$ cat src/rtl/reg_file_2r1w_pkg.sv
// reg_file_2r1w_pkg: shared default sizes and address-width helper for the register file
package reg_file_2r1w_pkg;
  localparam int DefWidth = 32;
  localparam int DefDepth = 4;
  function automatic int clog2(input int n);
    int r;
    r = 0;
    while ((1 << r) < n) r++;
    return r;
  endfunction
endpackage

$ cat src/rtl/reg_file_2r1w_mux_nto1.sv
// mux_nto1: combinational N-to-1 word select used by each read port
module mux_nto1
  import reg_file_2r1w_pkg::*;
#(
  parameter int WIDTH = DefWidth,
  parameter int N = DefDepth,
  localparam int SW = clog2(N)
) (
  input  logic [N-1:0][WIDTH-1:0] din,
  input  logic [SW-1:0]           sel,
  output logic [WIDTH-1:0]        dout
);
  assign dout = din[sel];
endmodule

$ cat src/rtl/reg_file_2r1w.sv
// reg_file_2r1w: one write port, two registered read ports with write-first bypass and optional zero register
module reg_file_2r1w
  import reg_file_2r1w_pkg::*;
#(
  parameter int WIDTH = DefWidth,
  parameter int DEPTH = DefDepth,
  parameter int ZERO_REG = 0,
  localparam int AW = clog2(DEPTH)
) (
  input  logic             clk,
  input  logic             rst_n,
  input  logic             wr_en,
  input  logic [AW-1:0]    wr_addr,
  input  logic [WIDTH-1:0] wr_data,
  input  logic             rd_en0,
  input  logic [AW-1:0]    rd_addr0,
  output logic [WIDTH-1:0] rd_data0,
  output logic             rd_valid0,
  input  logic             rd_en1,
  input  logic [AW-1:0]    rd_addr1,
  output logic [WIDTH-1:0] rd_data1,
  output logic             rd_valid1
);
  logic [DEPTH-1:0][WIDTH-1:0] regs;
  logic             rdEn    [2];
  logic [AW-1:0]    rdAddr  [2];
  logic [WIDTH-1:0] rdData  [2];
  logic             rdValid [2];
  assign rdEn[0] = rd_en0;
  assign rdEn[1] = rd_en1;
  assign rdAddr[0] = rd_addr0;
  assign rdAddr[1] = rd_addr1;
  assign rd_data0 = rdData[0];
  assign rd_data1 = rdData[1];
  assign rd_valid0 = rdValid[0];
  assign rd_valid1 = rdValid[1];
  always_ff @(posedge clk or negedge rst_n) begin
    if (!rst_n) regs <= '0;
    else if (wr_en && !(ZERO_REG != 0 && wr_addr == '0)) regs[wr_addr] <= wr_data;
  end
  for (genvar p = 0; p < 2; p++) begin : gPort
    logic [WIDTH-1:0] muxOut;
    logic [WIDTH-1:0] selData;
    mux_nto1 #(.WIDTH(WIDTH), .N(DEPTH)) uMux (
      .din (regs),
      .sel (rdAddr[p]),
      .dout(muxOut)
    );
    // zero register outranks the bypass so a dropped write to r0 never leaks through
    always_comb selData = (ZERO_REG != 0 && rdAddr[p] == '0) ? '0 :
                          (wr_en && wr_addr == rdAddr[p]) ? wr_data : muxOut;
    always_ff @(posedge clk or negedge rst_n) begin
      if (!rst_n) begin
        rdData[p] <= '0;
        rdValid[p] <= 1'b0;
      end else begin
        rdValid[p] <= rdEn[p];
        if (rdEn[p]) rdData[p] <= selData;
      end
    end
  end
endmodule

$ cat config.mk
export PLATFORM = sky130hd
export DESIGN_NAME = reg_file_2r1w
export DESIGN_NICKNAME = d
export VERILOG_FILES = /design/src/rtl/reg_file_2r1w_pkg.sv /design/src/rtl/reg_file_2r1w_mux_nto1.sv /design/src/rtl/reg_file_2r1w.sv
export SDC_FILE = /design/constraint.sdc
export NUM_CORES = 1
export LEC_CHECK = 0
export BUFFER_PORTS_ARGS = -buffer_cell sky130_fd_sc_hd__clkbuf_2
export CAP_MARGIN = 20
export CORE_ASPECT_RATIO = 1.1
export CORE_MARGIN = 2
export CORE_UTILIZATION = 45
export CTS_BUF_LIST = sky130_fd_sc_hd__clkbuf_4
export DETAILED_ROUTE_END_ITERATION = 16
export PLACE_DENSITY = 0.77
export SLEW_MARGIN = 20
export SYNTH_ARGS = -nofsm -noshare
export SYNTH_HDL_FRONTEND = slang
export SYNTH_SLANG_ARGS = --single-unit
$ cat constraint.sdc
create_clock -name clk -period 1.2 [get_ports clk]
set_input_delay 0.3 -clock clk [delete_from_list [all_inputs] [get_ports clk]]
set_output_delay 0.3 -clock clk [all_outputs]
set_load 0.005 [all_outputs]
---- Word level (Yosys, flattened, before mapping) ----
Index checks and enable logic that the tools add are counted.
cells by class
  divide/modulo/power cells ............... 0
  eq/ne operators ......................... 2
  order comparisons ....................... 4
  reduce and logical (&&, ||, !) cells .... 3
  bitwise gates (word level) .............. 0
  multiplexer cells ....................... 9
  add/subtract/negate cells ............... 0
  shift operators ......................... 0
  multipliers ............................. 0
operator list
  kind                  number
  $mux W32              5
  $bmux W32 S2          2
  $bwmux W128           1
  $demux W32 S2         1
  $lt A2 B3 Y1 const B  3
  $eq A2 B2 Y1          2
  $logic_and A1 B1 Y1   3
  $ge A2 B1 Y1 const B  1
word-level totals
  register bits ........................... 194
  memories ................................ 0
  bits in read-only memories .............. 0
  word-level logic and storage cells ...... 26
  bits in writable memories ............... 0
  latch bits .............................. 0
  output and inout bits ................... 66

---- Longest topological paths before layout ----
Gate-level depths: netlist of the first run.
  depth after elaboration ................. 5
  depth in mapped cells ................... 5

---- Modules after synthesis ----
Synthesis of the first run repeated with hierarchy kept, for this count alone.
second synthesis, totals
  cells, all modules ...................... 735
  area, all modules ....................... 10,018.4 um^2
by module, submodules not included
  module         cells an instance  area each (um^2)  seq. area each (um^2)  instances
  reg_file_2r1w  657                8,389.3           4,854.7                1
  mux_nto1       39                 814.5             0.0                    2

---- Worst setup path after synthesis of the first run ----
No wires, ideal clock.
  path kind ............................... input to register
  from .................................... in rd_addr0[0]
  to ...................................... reg rdData, in the netlist rd_data0[0]
  data required time ...................... 1.074 ns
  path buffers ............................ 2
  data arrival time ....................... 1.491 ns
  cell stages on the path ................. 4
  slack ................................... -0.417 ns
  cells stage by stage .................... buf_6 > buf_2 > mux4_2 > a221o_1
between the ends
  word-level cells in the longest chain between the ends .. 3
  elaborated cells between the ends (all ways) .. 5
  classes of those cells .................. eq/ne: 1; mux: 3; reduce/logical: 1
ends and longest elaborated chain
  what                                                                   line                                               source
  start, declared                                                        reg_file_2r1w.sv:16                                input logic [AW-1:0] rd_addr0,
  $bmux W32 S2 or $eq A2 B2 Y1 (tied branches)                           reg_file_2r1w_mux_nto1.sv:13, reg_file_2r1w.sv:51
  $mux W32 (not written as such) or $logic_and A1 B1 Y1 (tied branches)  reg_file_2r1w_mux_nto1.sv:13, reg_file_2r1w.sv:51
  $mux W32 *                                                             reg_file_2r1w.sv:51                                (wr_en && wr_addr == rdAddr[p]) ? wr_data : muxOut;
  end signal, assigned by index                                          reg_file_2r1w.sv:58                                if (rdEn[p]) rdData[p] <= selData;
  end, declared                                                          reg_file_2r1w.sv:27                                logic [WIDTH-1:0] rdData [2];
Every way passes the cells marked *; elsewhere a longest branch is shown, timed or not. The select of a mux whose other input is x is not followed.
A chain may end at the register's enable or synchronous reset.

---- Worst setup path after layout of the first run ----
  from .................................... reg rdData, in the netlist rd_data0[30]
  to ...................................... out rd_data0[30]
RTL lines
  what           line                 source
  end, declared  reg_file_2r1w.sv:17  output logic [WIDTH-1:0] rd_data0,
No word-level cell between the ends.

==> results of run 1 <==
-- registers in the layout, summed over array words and instances (netlist names) --
name and cells:
rd_data0 32, rd_data1 32, regs 128, rd_valid1 1, rd_valid0 1
-- placed cells by master (no fill, tap or decap), drive strengths merged, types with 2 or more instances in the layout --
| cell | count |
|---|---|
| dfrtp | 194 |
| clkinvlp | 3 |
| inv | 7 |
| mux4 | 64 |
| mux2 | 128 |
| buf | 85 |
| nor2b | 62 |
| clkbuf | 125 |
| xor2 | 4 |
| a221o | 64 |
| o31a | 2 |
| clkinv | 5 |
| o311a | 2 |
| nand3b | 2 |
| nor4 | 2 |
| dlygate4sd3 | 29 |
-- timing repair --
action,CTS,global route
setup buffers,11,13
pin swaps,61,0
hold endpoints to repair,327,0
setup endpoints to repair,130,130
hold buffers,29,0
-- path summary, 6_finish.rpt --
| path | startpoint | end | slack, ns | depth (start not counted) |
|---|---|---|---|---|
| worst max register to register | regs[126] | rd_data0[30] | -0.20 | 3 |
| max in group asynchronous | rst_n | regs[55] | 0.54 | 3 |
| worst max-delay path | rd_data0[30] | rd_data0[30] | -0.30 | 1 |
| worst min register to register | regs[6] | regs[6] | 0.53 | 1 |
| worst min-delay path | wr_data[12] | rd_data1[12] | 0.03 | 2 |
| min in group asynchronous | rst_n | regs[75] | 0.16 | 2 |
-- worst reg2reg max path, delay by kind of cell (launching register included) --
family	cells	cell delay (ns)
flip-flops	1	0.43
multiplexers	1	0.46
AO/OA/AOI/OAI	2	0.40
-- where the power goes --
group          switching, mW  internal (mW)  leakage, nW  total, mW
Sequential             0.904           7.84         2.33       8.74
Combinational           1.65           2.79         2.45       4.44
Clock                   2.31           1.08        0.136       3.39
Total                   4.87           11.7         4.92       16.6
-- cell usage after synthesis --
library cell / n
sky130_fd_sc_hd__a221o_1: 64
sky130_fd_sc_hd__buf_2: 24
sky130_fd_sc_hd__buf_4: 3
sky130_fd_sc_hd__buf_6: 9
sky130_fd_sc_hd__clkbuf_1: 12
sky130_fd_sc_hd__dfrtp_1: 194
sky130_fd_sc_hd__inv_1: 2
sky130_fd_sc_hd__inv_2: 1
sky130_fd_sc_hd__mux2_1: 2
sky130_fd_sc_hd__mux2_2: 126
sky130_fd_sc_hd__mux4_2: 64
sky130_fd_sc_hd__nand3_1: 1
sky130_fd_sc_hd__nand3b_1: 2
sky130_fd_sc_hd__nor2b_1: 62
sky130_fd_sc_hd__nor3_2: 1
sky130_fd_sc_hd__nor4_2: 2
sky130_fd_sc_hd__o311a_1: 2
sky130_fd_sc_hd__o31a_1: 2
sky130_fd_sc_hd__xor2_1: 4
-- final cells by class --
class	instances	area [µm²]	share of cell area (%)
flip-flops and latches	194	4850	43.0
multi-input cells	332	4090	36.2
repair buffers	221	1760	15.6
well taps	252	315	2.79
clock buffers	18	135	1.20
clock inverters	13	130	1.15
inverters	3	11.3	0.0997
diodes	1	2.50	0.0222
-- routing by layer --
metal,part of all wire [%],track usage (%)
met5,0,0
met4,2.4,9.33
met3,6.3,4.86
met1,41,30.4
met2,50,37.7
-- per-stage QoR --
step / area, µm² / TNS (ns) / total power [mW]
after global placement: 10600 / -70.84 / 12.7
after CTS: 11200 / -23.87 / 16.5
after global routing: 11300 / -27.96 / 17.4
after detailed placement: 10600 / -73.85 / 13.0
final: 11300 / -21.50 / 16.6
after floorplan: 9400 / -27.53 / 11.3
-- logic make-up after synthesis --
kind of cell	Yosys count	share of synthesized area (%)
flip-flops	194	52.8
multiplexers	192	31.4
AO/OA/AOI/OAI	68	7.38
AND/OR/NAND/NOR	68	4.82
buffers and inverters	51	3.27
XOR/XNOR	4	0.381
==> implementation parameters, run 1 <==
Parameter                              Value

Floorplan
  # rows ... 54
  Starting density of the core ... a little under half
  I/O pins ... about 110
  Overall die width ... between 100 and 150 µm
  Core outline area ... around 20000 µm²
  Die ar. ... 21600 µm²
  Die Y-Extent ... between 150 and 200 µm

Drt
  Wirelength, routed ... between 20000 and 25000 µm
  Vias after detailed routing ... 6264
  Antenna violation net count after detailed routing ... 0
  Violation count after the first detailed-route iteration ... 522
  1st-pass router iterations ... 5
  Vias per inst ... between 6 and 7
  DRC Markers ... 0
  Average wire per standard cell ... ~23 µm

STA
  Worst setup margin ... -0.301 ns
  Smallest hold slack ... approximately 0.035 ns
  Final setup vio count ... 130
  Worst slew margin relative to its limit ... about 59%
  Post-layout minimum cycle time ... 1.50 ns
  Skew final ... approximately 0.016 ns
  Unrepaired setup endpoints after global routing ... yes
  Transition time at the pin with the least slew margin ... roughly 0.6 ns
  Post-route fraction of the period consumed by the critical path ... 125%
  Maximum clock frequency ... 0.666 GHz
  Number of slew-limit violations in the final report ... 0
  Hold violation count in the final report ... 0

CTS
  TritonCTS clock tree ... built
  Clock H-tree levels ... 4
  CTS root buf ... sky130_fd_sc_hd__clkbuf_4
  Number of buffers inserted during clock tree synthesis ... 17
  CTS Sinks ... roughly 190
  Clock network latency to the later pin of the worst-skew pair ... roughly 0.60 ns
  Quantity of gates resized following cts ... 0
  Reg clk slew, reported paths ... 0.16 ns
  Number of buffers on the longest clock path ... 2

Final layout
  Area Overhead vs Synth ... 22.8%
  Number of cells in the finished layout apart from fillers ... roughly 1000
  Final Net Count ... 812
  Proportion of layout cells with a drive suffix above 1 ... between 50% and 60%
  Fin util ... a little under three fifths
  Fill cells ... ~1500

Worst setup path
  Worst Setup End Kind ... output port
  Critical path's slowest cell ... sky130_fd_sc_hd__dfrtp_1
  Data required, critical path ... around 0.90 ns
  Maximum fanout count along the critical path ... 2
  Series of cell instances along the critical path ... clkbuf_2
  Element type at the critical path start ... flop
  Signal arrival time at the worst endpoint ... between 1 and 1.5 ns
  Buf+Inv Stages, Crit Path ... 1
  Top delay family on crit path ... flip-flops
  Crit path kind ... reg -> out
  Stage delay of the slowest cell on the critical path ... 0.46 ns

Power and ir drop
  Maximum VDD drop ... about 0.72 mV
  Leakage power summed over all cells ... around 4.9 nW
  Ratio of total power to cell area ... 1470 nW/µm²

Yosys
  Area contributors post-synth ... sky130_fd_sc_hd__dfrtp_1, sky130_fd_sc_hd__mux4_2, sky130_fd_sc_hd__mux2_2
  Number of warnings issued by yosys ... 0
  Net count of the mapped netlist ... 620
  Avg Inst Size Synth ... 15.9 µm²
  Flop and latch count out of synthesis ... 194
  Number of distinct library cells after synthesis ... 19
  Leading area contributor after synthesis ... sky130_fd_sc_hd__dfrtp_1
  Share of the synthesized area in the top cell type ... 52.8%
  Sequential-to-total area share from yosys stat ... 52.8%
  Post-synth design cell area ... 9190 µm²
  Synthesized netlist cell count ... between 500 and 600

Place
  Placed cell count ... between 900 and 1000
  Placed wire-length estimate ... about 16000 µm
  Post-place setup slack ... -0.586 ns
  Count of buffers inserted at the top-level ports ... between 100 and 150
  Routability cong. ... about 0.82

Global route
  Initial antenna violation count ... 1
  Number of global-route vias before repair ... approximately 6700
  Gr usage total ... a little under a quarter
  First-pass GRT wire length ... roughly 38000 µm
  Residual overflow from global routing ... 0
  Largest net degree at the start of global routing ... 34

Status
  Outcome ... complete, but fails checks
  Violated checks ... setup timing

Worst hold path
  Min-Delay Path Class ... in -> reg

Run
  Maxcap violations ... 0
(Power assumes the default switching activity.)
==> inputs of run 2 (changes only) <==
Settings changed: ABC_AREA set to 1, PLACE_DENSITY 0.77 to 0.76.
==> run 2 against run 1 <==
Net effect:
- the run still ends with setup timing left
- sequential share of layout area is 2.0 points lower
- count of clock-buffer cells in the layout did not move
- synthesized area increased by 8.1%
- critical path type unchanged
==> implementation parameters, run 2 <==
Parameter                              Value

CTS
  CTS root buf ... sky130_fd_sc_hd__clkbuf_4 (unchanged)
  TritonCTS clock tree ... built (unchanged)
  Number of buffers on the longest clock path ... 2 (unchanged)
  Number of buffers inserted during clock tree synthesis ... 17 (unchanged)
  Clock H-tree levels ... 4 (unchanged)
  CTS Sinks ... 194 (unchanged)
  Reg clk slew, reported paths ... 0.16 ns (about the same)
  Clock network latency to the later pin of the worst-skew pair ... 0.61 ns (was 0.60 ns)
  Quantity of gates resized following cts ... 0 (unchanged)

Global route
  Number of global-route vias before repair ... 9683 (was 6739)
  Residual overflow from global routing ... 0 (unchanged)
  Fraction of met3 tracks used by global routing ... 4.00% (was 4.86%)
  Met2 demand-to-capacity share in global routing ... 44.3% (was 37.7%)
  Initial antenna violation count ... 0 (was 1)
  Gr usage total ... 27.0% (was 23.1%)
  Largest net degree at the start of global routing ... 49 (was 34)
  Global-route met1 utilization ... 36.6% (was 30.4%)
  GRT Max-Usage Layer ... met2 (unchanged)
  First-pass GRT wire length ... 50400 µm (was 38100 µm)

Final layout
  Area used by multi-input combinational logic ... 4470 µm² (was 4090 µm²)
  Antenna diodes ... 0 (was 1)
  Flip-flop count of the largest register after layout ... 128 (unchanged)
  Register ranked first by flip-flop count ... regs (unchanged)
  Most common cell after layout, fill and taps aside ... sky130_fd_sc_hd__nand2_1 (was sky130_fd_sc_hd__dfrtp_1)
  Final Net Count ... 1558 (was 812)
  Top library cells by usage in the layout, fill and taps aside ... sky130_fd_sc_hd__nand2_1, sky130_fd_sc_hd__nand3_1, sky130_fd_sc_hd__dfrtp_1 (was sky130_fd_sc_hd__dfrtp_1, sky130_fd_sc_hd__mux2_2, sky130_fd_sc_hd__clkbuf_2)
  Proportion of layout cells with a drive suffix above 1 ... 16.8% (was 53.9%)
  Area Overhead vs Synth ... 19.1% (was 22.8%)
  Storage element area ... 4850 µm² (unchanged)
  Number of cells in the finished layout apart from fillers ... 1822 (was 1034)
  Fill cells ... 2109 (was 1535)

Power and ir drop
  Leakage power summed over all cells ... 6.22 nW (was 4.92 nW)
  Maximum VDD drop ... 0.677 mV (was 0.724 mV)
  Ratio of total power to cell area ... 1360 nW/µm² (was 1470 nW/µm²)
  Final Total Pwr ... 16.1 mW (was 16.6 mW)

STA
  Final setup vio count ... 66 (was 130)
  Smallest hold slack ... 0.0380 ns (was 0.0349 ns)
  Hold violation count in the final report ... 0 (unchanged)
  Post-layout minimum cycle time ... 1.49 ns (was 1.50 ns)
  Post-route fraction of the period consumed by the critical path ... 124% (was 125%)
  Transition time at the pin with the least slew margin ... 0.384 ns (was 0.610 ns)
  Worst slew margin relative to its limit ... 74.4% (was 59.0%)
  Number of slew-limit violations in the final report ... 0 (unchanged)
  Unrepaired setup endpoints after global routing ... yes (unchanged)
  Maximum clock frequency ... 0.673 GHz (was 0.666 GHz)
  Skew final ... 0.0195 ns (was 0.0160 ns)
  Worst setup margin ... -0.286 ns (was -0.301 ns)

Run
  Maxcap violations ... 0 (unchanged)

Place
  Routability cong. ... 0.849 (was 0.822)
  Count of buffers inserted at the top-level ports ... 108 (unchanged)
  Placed cell count ... 1748 (was 949)
  Placed wire-length estimate ... 19900 µm (was 16000 µm)

Drt
  Vias per inst ... 5.56 (was 6.06)
  Vias after detailed routing ... 10100 (was 6264)
  Violation count after the first detailed-route iteration ... 1134 (was 522)
  DRC Markers ... 0 (unchanged)
  Antenna violation net count after detailed routing ... 0 (unchanged)
  Average wire per standard cell ... 17.1 µm (was 23.2 µm)
  Wirelength, routed ... 31100 µm (was 24000 µm)
  1st-pass router iterations ... 8 (was 5)

Yosys
  Flop and latch count out of synthesis ... 194 (unchanged)
  Share of the synthesized area in the top cell type ... 48.9% (was 52.8%)
  Share of synthesized registers carrying an async set or reset ... 100% (unchanged)
  Leading area contributor after synthesis ... sky130_fd_sc_hd__dfrtp_1 (unchanged)
  Most instantiated cells after synthesis ... sky130_fd_sc_hd__nand2_1, sky130_fd_sc_hd__nand3_1, sky130_fd_sc_hd__dfrtp_1, sky130_fd_sc_hd__o21ai_0, sky130_fd_sc_hd__buf_2 (was sky130_fd_sc_hd__dfrtp_1, sky130_fd_sc_hd__mux2_2, sky130_fd_sc_hd__a221o_1, sky130_fd_sc_hd__mux4_2, sky130_fd_sc_hd__nor2b_1)
  Main synth FF type ... sky130_fd_sc_hd__dfrtp_1 (unchanged)
  Avg Inst Size Synth ... 7.21 µm² (was 15.9 µm²)
  Sequential-to-total area share from yosys stat ... 48.9% (was 52.8%)
  Count leader, synth ... sky130_fd_sc_hd__nand2_1 (was sky130_fd_sc_hd__dfrtp_1)
  Synthesized netlist cell count ... 1378 (was 577)
  Area contributors post-synth ... sky130_fd_sc_hd__dfrtp_1, sky130_fd_sc_hd__nand2_1, sky130_fd_sc_hd__nand3_1 (was sky130_fd_sc_hd__dfrtp_1, sky130_fd_sc_hd__mux4_2, sky130_fd_sc_hd__mux2_2)
  Number of distinct library cells after synthesis ... 15 (was 19)
  Net count of the mapped netlist ... 1421 (was 620)
  Number of warnings issued by yosys ... 0 (unchanged)
  Post-synth design cell area ... 9940 µm² (was 9190 µm²)
  Number of enable flip-flop cells after synthesis ... 0 (unchanged)

Worst hold path
  Min-Delay Path Class ... in -> reg (unchanged)

Worst setup path
  Worst Setup End Kind ... output port (unchanged)
  Critical path's slowest cell ... sky130_fd_sc_hd__dfrtp_1 (unchanged)
  Signal arrival time at the worst endpoint ... 1.19 ns (was 1.20 ns)
  Top delay family on crit path ... flip-flops (unchanged)
  Stage delay of the slowest cell on the critical path ... 0.46 ns (about the same)
  Maximum fanout count along the critical path ... 2 (unchanged)
  Series of cell instances along the critical path ... clkbuf_2 (unchanged)
  Element type at the critical path start ... flop (unchanged)
  Buf+Inv Stages, Crit Path ... 1 (unchanged)
  Crit path kind ... reg -> out (unchanged)
  Data required, critical path ... 0.90 ns (about the same)

Floorplan
  Die Y-Extent ... 160 µm (was 154 µm)
  I/O pins ... 109 (unchanged)
  # rows ... 57 (was 54)
  Starting density of the core ... 45.4% (was 46.1%)
  Core outline area ... 21900 µm² (was 19900 µm²)
  Die ar. ... 23300 µm² (was 21600 µm²)
  Overall die width ... 146 µm (was 140 µm)

Status
  Outcome ... complete, but fails checks (unchanged)
  Violated checks ... setup timing (unchanged)
## run 2: changes by cell type after synthesis, sizes merged, moves of 32 or more
cell	previous run	this run
nand4	0	32
clkbuf	12	46
nand2	0	651
a221o	64	0
nor2b	62	0
mux4	64	0
mux2	128	0
nand3	1	229
inv	3	41
o21ai	0	128
## run 2: metrics by stage
stage	utilization, %	instance area [µm²]	worst slack [ns]	setup TNS (ns)
floorplan	-	9980	-0.00583	-0.175
global placement	51.2	11200	-0.239	-13.59
detailed placement	51.2	11200	-0.236	-17.08
CTS	53.5	11700	-0.312	-16.59
global route	54.0	11800	-0.342	-18.87
finish	54.0	11800	-0.286	-15.20
## run 2: per-layer routing
layer	up-vias	part of all wire (%)
met2	560	47
met3	73	8.8
met1	4778	41
met4	0	2.6
li1	4721	-
met5	-	0
## run 2: kinds of logic (layout without fill, tap and decap cells)
kind of cell | after synthesis | in the layout | share of synthesized area [%]
flops | 194 | 194 | 48.9
compound gates | 128 | 128 | 6.45
xor+xnor | 1 | 1 | 0.164
simple gates | 912 | 912 | 38.3
buf+inv | 143 | 292 | 6.22
## run 2: worst paths after layout
check,start,to,cells after the start,slack (ns)
max in group asynchronous,rst_n,regs[54],3,0.54
setup reg to reg,regs[111],rd_data1[15],6,0.22
min in group asynchronous,rst_n,regs[115],2,0.17
hold reg to reg,rd_data1[17],rd_data1[17],2,0.50
setup / recovery,rd_data1[3],rd_data1[3],1,-0.29
hold / removal,wr_data[25],regs[57],3,0.04
## run 2: cell type report
class | count | area share (%)
tap | 295 | 3.12
timing repair buffer | 220 | 14.2
clock inverter | 13 | 1.36
inverter | 41 | 1.30
clock buffer | 18 | 1.14
multi-input combinational | 1041 | 37.8
sequential | 194 | 41.0
## run 2: power breakdown
| group | total [mW] | switching (mW) | internal, mW |
|---|---|---|---|
| Combinational | 4.01 | 2.28 | 1.74 |
| Clock | 3.75 | 2.29 | 1.46 |
| Sequential | 8.36 | 0.790 | 7.57 |
| Total | 16.1 | 5.36 | 10.8 |
## run 2: timing repair
action	CTS	global route
setup buffers	26	14
hold buffers	2	1
endpoints found under the setup margin	66	66
pin swaps	0	0
hold endpoints to repair	195	1
==> inputs of run 3 (changes only) <==
Settings changed: CORE_MARGIN 2 to 1.
==> run 3 against run 2 <==
Net effect:
- setup slack worse by 0.019 ns
- critical endpoint is now rd_data0[27]
- the flow still finishes with violations (setup timing)
- largest cell class unchanged
- final cell count up 0.38%
- sequential share of layout area down 0.39 points
- critical path depth unchanged
- global-route usage up 1.3 points
- largest power group unchanged
- clock skew up 0.011 ns
- via count down 1.5%
- first-iteration DRC count down 1.7%
- highest routed layer is now met5
- register-to-register slack about the same
- core utilization up 1.5 points
- count of clock-buffer cells in the layout up 2
- sequential power about the same
==> implementation parameters, run 3 (synthesis gave the netlist of run 2 again) <==
Parameter                              Value

Final layout
  Most common cell after layout, fill and taps aside ... sky130_fd_sc_hd__nand2_1 (unchanged)
  Fill cells ... 2052 (was 2109)
  Area Overhead vs Synth ... 20.2% (was 19.1%)
  Final non-filler cell area ... 11900 µm² (was 11800 µm²)
  Proportion of layout cells with a drive suffix above 1 ... 17.6% (was 16.8%)
  Final Net Count ... 1569 (was 1558)
  Register ranked first by flip-flop count ... regs (unchanged)
  Top library cells by usage in the layout, fill and taps aside ... sky130_fd_sc_hd__nand2_1, sky130_fd_sc_hd__nand3_1, sky130_fd_sc_hd__dfrtp_1 (unchanged)
  Flip-flop count of the largest register after layout ... 128 (unchanged)
  Number of cells in the finished layout apart from fillers ... 1829 (was 1822)
  Fin util ... 55.5% (was 54.0%)

Drt
  DRC Markers ... 0 (unchanged)
  Met3 wire len ... 2840 µm (was 2730 µm)
  1st-pass router iterations ... 5 (was 8)
  Vias per inst ... 5.46 (was 5.56)
  Wl on met1 ... 12900 µm (about the same)
  Violation count after the first detailed-route iteration ... 1115 (was 1134)
  Wirelength, routed ... 30800 µm (was 31100 µm)
  Vias after detailed routing ... 9981 (was 10100)
  Antenna violation net count after detailed routing ... 0 (unchanged)
  Uppermost layer routed ... met5 (was met4)
  Met2 wirelength from detailed routing ... 14300 µm (was 14700 µm)
  Average wire per standard cell ... 16.9 µm (was 17.1 µm)

Worst setup path
  Worst Setup End Kind ... output port (unchanged)
  Top delay family on crit path ... flip-flops (unchanged)
  Worst flop-to-flop path startpoint ... regs[50] (was regs[111])
  Crit path kind ... reg -> out (unchanged)
  Critical R2R Capture ... rd_data1[18] (was rd_data1[15])
  Maximum fanout count along the critical path ... 2 (unchanged)
  Buf+Inv Stages, Crit Path ... 1 (unchanged)
  Series of cell instances along the critical path ... clkbuf_2 (unchanged)
  Worst setup path start ... rd_data0[27] (was rd_data1[3])
  Element type at the critical path start ... flop (unchanged)
  Critical path's slowest cell ... sky130_fd_sc_hd__dfrtp_1 (unchanged)
  Stage delay of the slowest cell on the critical path ... 0.46 ns (about the same)
  Data required, critical path ... 0.90 ns (about the same)
  Register-to-register path setup slack ... 0.21 ns (was 0.22 ns)
  Signal arrival time at the worst endpoint ... 1.21 ns (was 1.19 ns)
  Number of cell instances on the worst register-to-register path ... 6 (unchanged)

Power and ir drop
  Maximum VDD drop ... 0.673 mV (was 0.677 mV)
  Leakage power summed over all cells ... 6.30 nW (was 6.22 nW)
  Final Total Pwr ... 15.8 mW (was 16.1 mW)
  Ratio of total power to cell area ... 1320 nW/µm² (was 1360 nW/µm²)

Floorplan
  # rows ... 56 (was 57)
  Overall die width ... 144 µm (was 146 µm)
  Die Y-Extent ... 158 µm (was 160 µm)
  Starting density of the core ... 46.2% (was 45.4%)
  Core outline area ... 21500 µm² (was 21900 µm²)
  Die ar. ... 22700 µm² (was 23300 µm²)
  I/O pins ... 109 (unchanged)

STA
  Final setup vio count ... 66 (unchanged)
  Worst setup margin ... -0.306 ns (was -0.286 ns)
  Post-layout minimum cycle time ... 1.51 ns (was 1.49 ns)
  Number of slew-limit violations in the final report ... 0 (unchanged)
  Skew final ... 0.0304 ns (was 0.0195 ns)
  Hold violation count in the final report ... 0 (unchanged)
  Transition time at the pin with the least slew margin ... 0.313 ns (was 0.384 ns)
  Maximum clock frequency ... 0.664 GHz (was 0.673 GHz)
  Post-route fraction of the period consumed by the critical path ... 125% (was 124%)
  Worst slew margin relative to its limit ... 79.0% (was 74.4%)
  Unrepaired setup endpoints after global routing ... yes (unchanged)

Global route
  Residual overflow from global routing ... 0 (unchanged)
  Largest net degree at the start of global routing ... 53 (was 49)
  Number of global-route vias before repair ... 9210 (was 9683)
  First-pass GRT wire length ... 49000 µm (was 50400 µm)
  Gr usage total ... 28.3% (was 27.0%)
  Initial antenna violation count ... 2 (was 0)

CTS
  Quantity of gates resized following cts ... 0 (unchanged)
  Number of buffers on the longest clock path ... 2 (unchanged)
  Clock H-tree levels ... 4 (unchanged)
  CTS Sinks ... 194 (unchanged)
  Reg clk slew, reported paths ... 0.16 ns (about the same)
  Clock network latency to the later pin of the worst-skew pair ... 0.61 ns (about the same)
  TritonCTS clock tree ... built (unchanged)
  CTS root buf ... sky130_fd_sc_hd__clkbuf_4 (unchanged)
  Number of buffers inserted during clock tree synthesis ... 17 (unchanged)

Worst hold path
  Min-Delay Path Class ... in -> reg (unchanged)
  Endpoint, Worst Hold ... regs[84] (was regs[57])
  WHS Path Cells ... 3 (unchanged)
  Origin of the worst min-delay path ... wr_data[20] (was wr_data[25])

Place
  Routability cong. ... 0.847 (was 0.849)
  Post-place setup slack ... -0.249 ns (was -0.236 ns)
  Placed wire-length estimate ... 20200 µm (was 19900 µm)
  Count of buffers inserted at the top-level ports ... 108 (unchanged)
  Placed Instance Area ... 11300 µm² (was 11200 µm²)
  Placed cell count ... 1751 (was 1748)

Status
  Outcome ... complete, but fails checks (unchanged)
  Violated checks ... setup timing (unchanged)

Run
  Maxcap violations ... 0 (unchanged)
## run 3: worst max path at each step
| stage | endpoint | slack (ns) | cells after the start |
|---|---|---|---|
| after floorplan | rd_data1[0] | -0.006 | 6 |
| after global placement | rd_data0[22] | -0.22 | 8 |
| after detailed placement | rd_data0[13] | -0.25 | 8 |
| after CTS | rd_data1[7] | -0.34 | 1 |
| after global routing | rd_data1[7] | -0.34 | 1 |
| final | rd_data0[27] | -0.31 | 1 |
## run 3: power by group
part	switching (mW)	leakage, nW	internal (mW)	total, mW
Combinational	2.28	3.74	1.80	4.08
Sequential	0.773	2.41	7.57	8.34
Clock	2.29	0.146	1.11	3.40
Total	5.34	6.30	10.5	15.8
## run 3: cell type report
type                    count  area (µm²)  share of cell area [%]
repair buffers            231        1840                    15.4
multi-input cells        1041        4470                    37.5
inverters                  41         154                    1.29
well taps                 290         363                    3.04
clock inverters            11         105                   0.880
flip-flops and latches    194        4850                    40.6
clock buffers              20         150                    1.26
diodes                      1        2.50                  0.0209
## run 3: per-stage QoR
| stage | setup TNS (ns) | hold WS (ns) |
|---|---|---|
| after floorplan | -0.175 | 0.00441 |
| after global placement | -18.57 | 0.219 |
| after detailed placement | -22.21 | 0.221 |
| after CTS | -17.46 | 0.00258 |
| after global routing | -18.38 | 0.0332 |
| final | -15.23 | 0.0300 |
## run 3: worst register-to-register path, stage by stage, from the launching register on
cell	delay, ns
sky130_fd_sc_hd__dfrtp_1	0.44
sky130_fd_sc_hd__nand2_1	0.08
sky130_fd_sc_hd__nand3_1	0.10
sky130_fd_sc_hd__nand2_1	0.09
sky130_fd_sc_hd__nand2_1	0.05
sky130_fd_sc_hd__nand3_1	0.08
sky130_fd_sc_hd__nand2_1	0.05
## run 3: metal layers
metal,up-vias,GRT usage (%)
met2,509,44.6
met3,76,4.99
li1,4749,-
met4,2,11.2
met5,-,0
met1,4645,38.8
## run 3: timing repair
item,in CTS,in global routing
endpoints found under the setup margin,66,66
hold endpoints to repair,196,0
hold buffers,3,0
buffers inserted,27,16
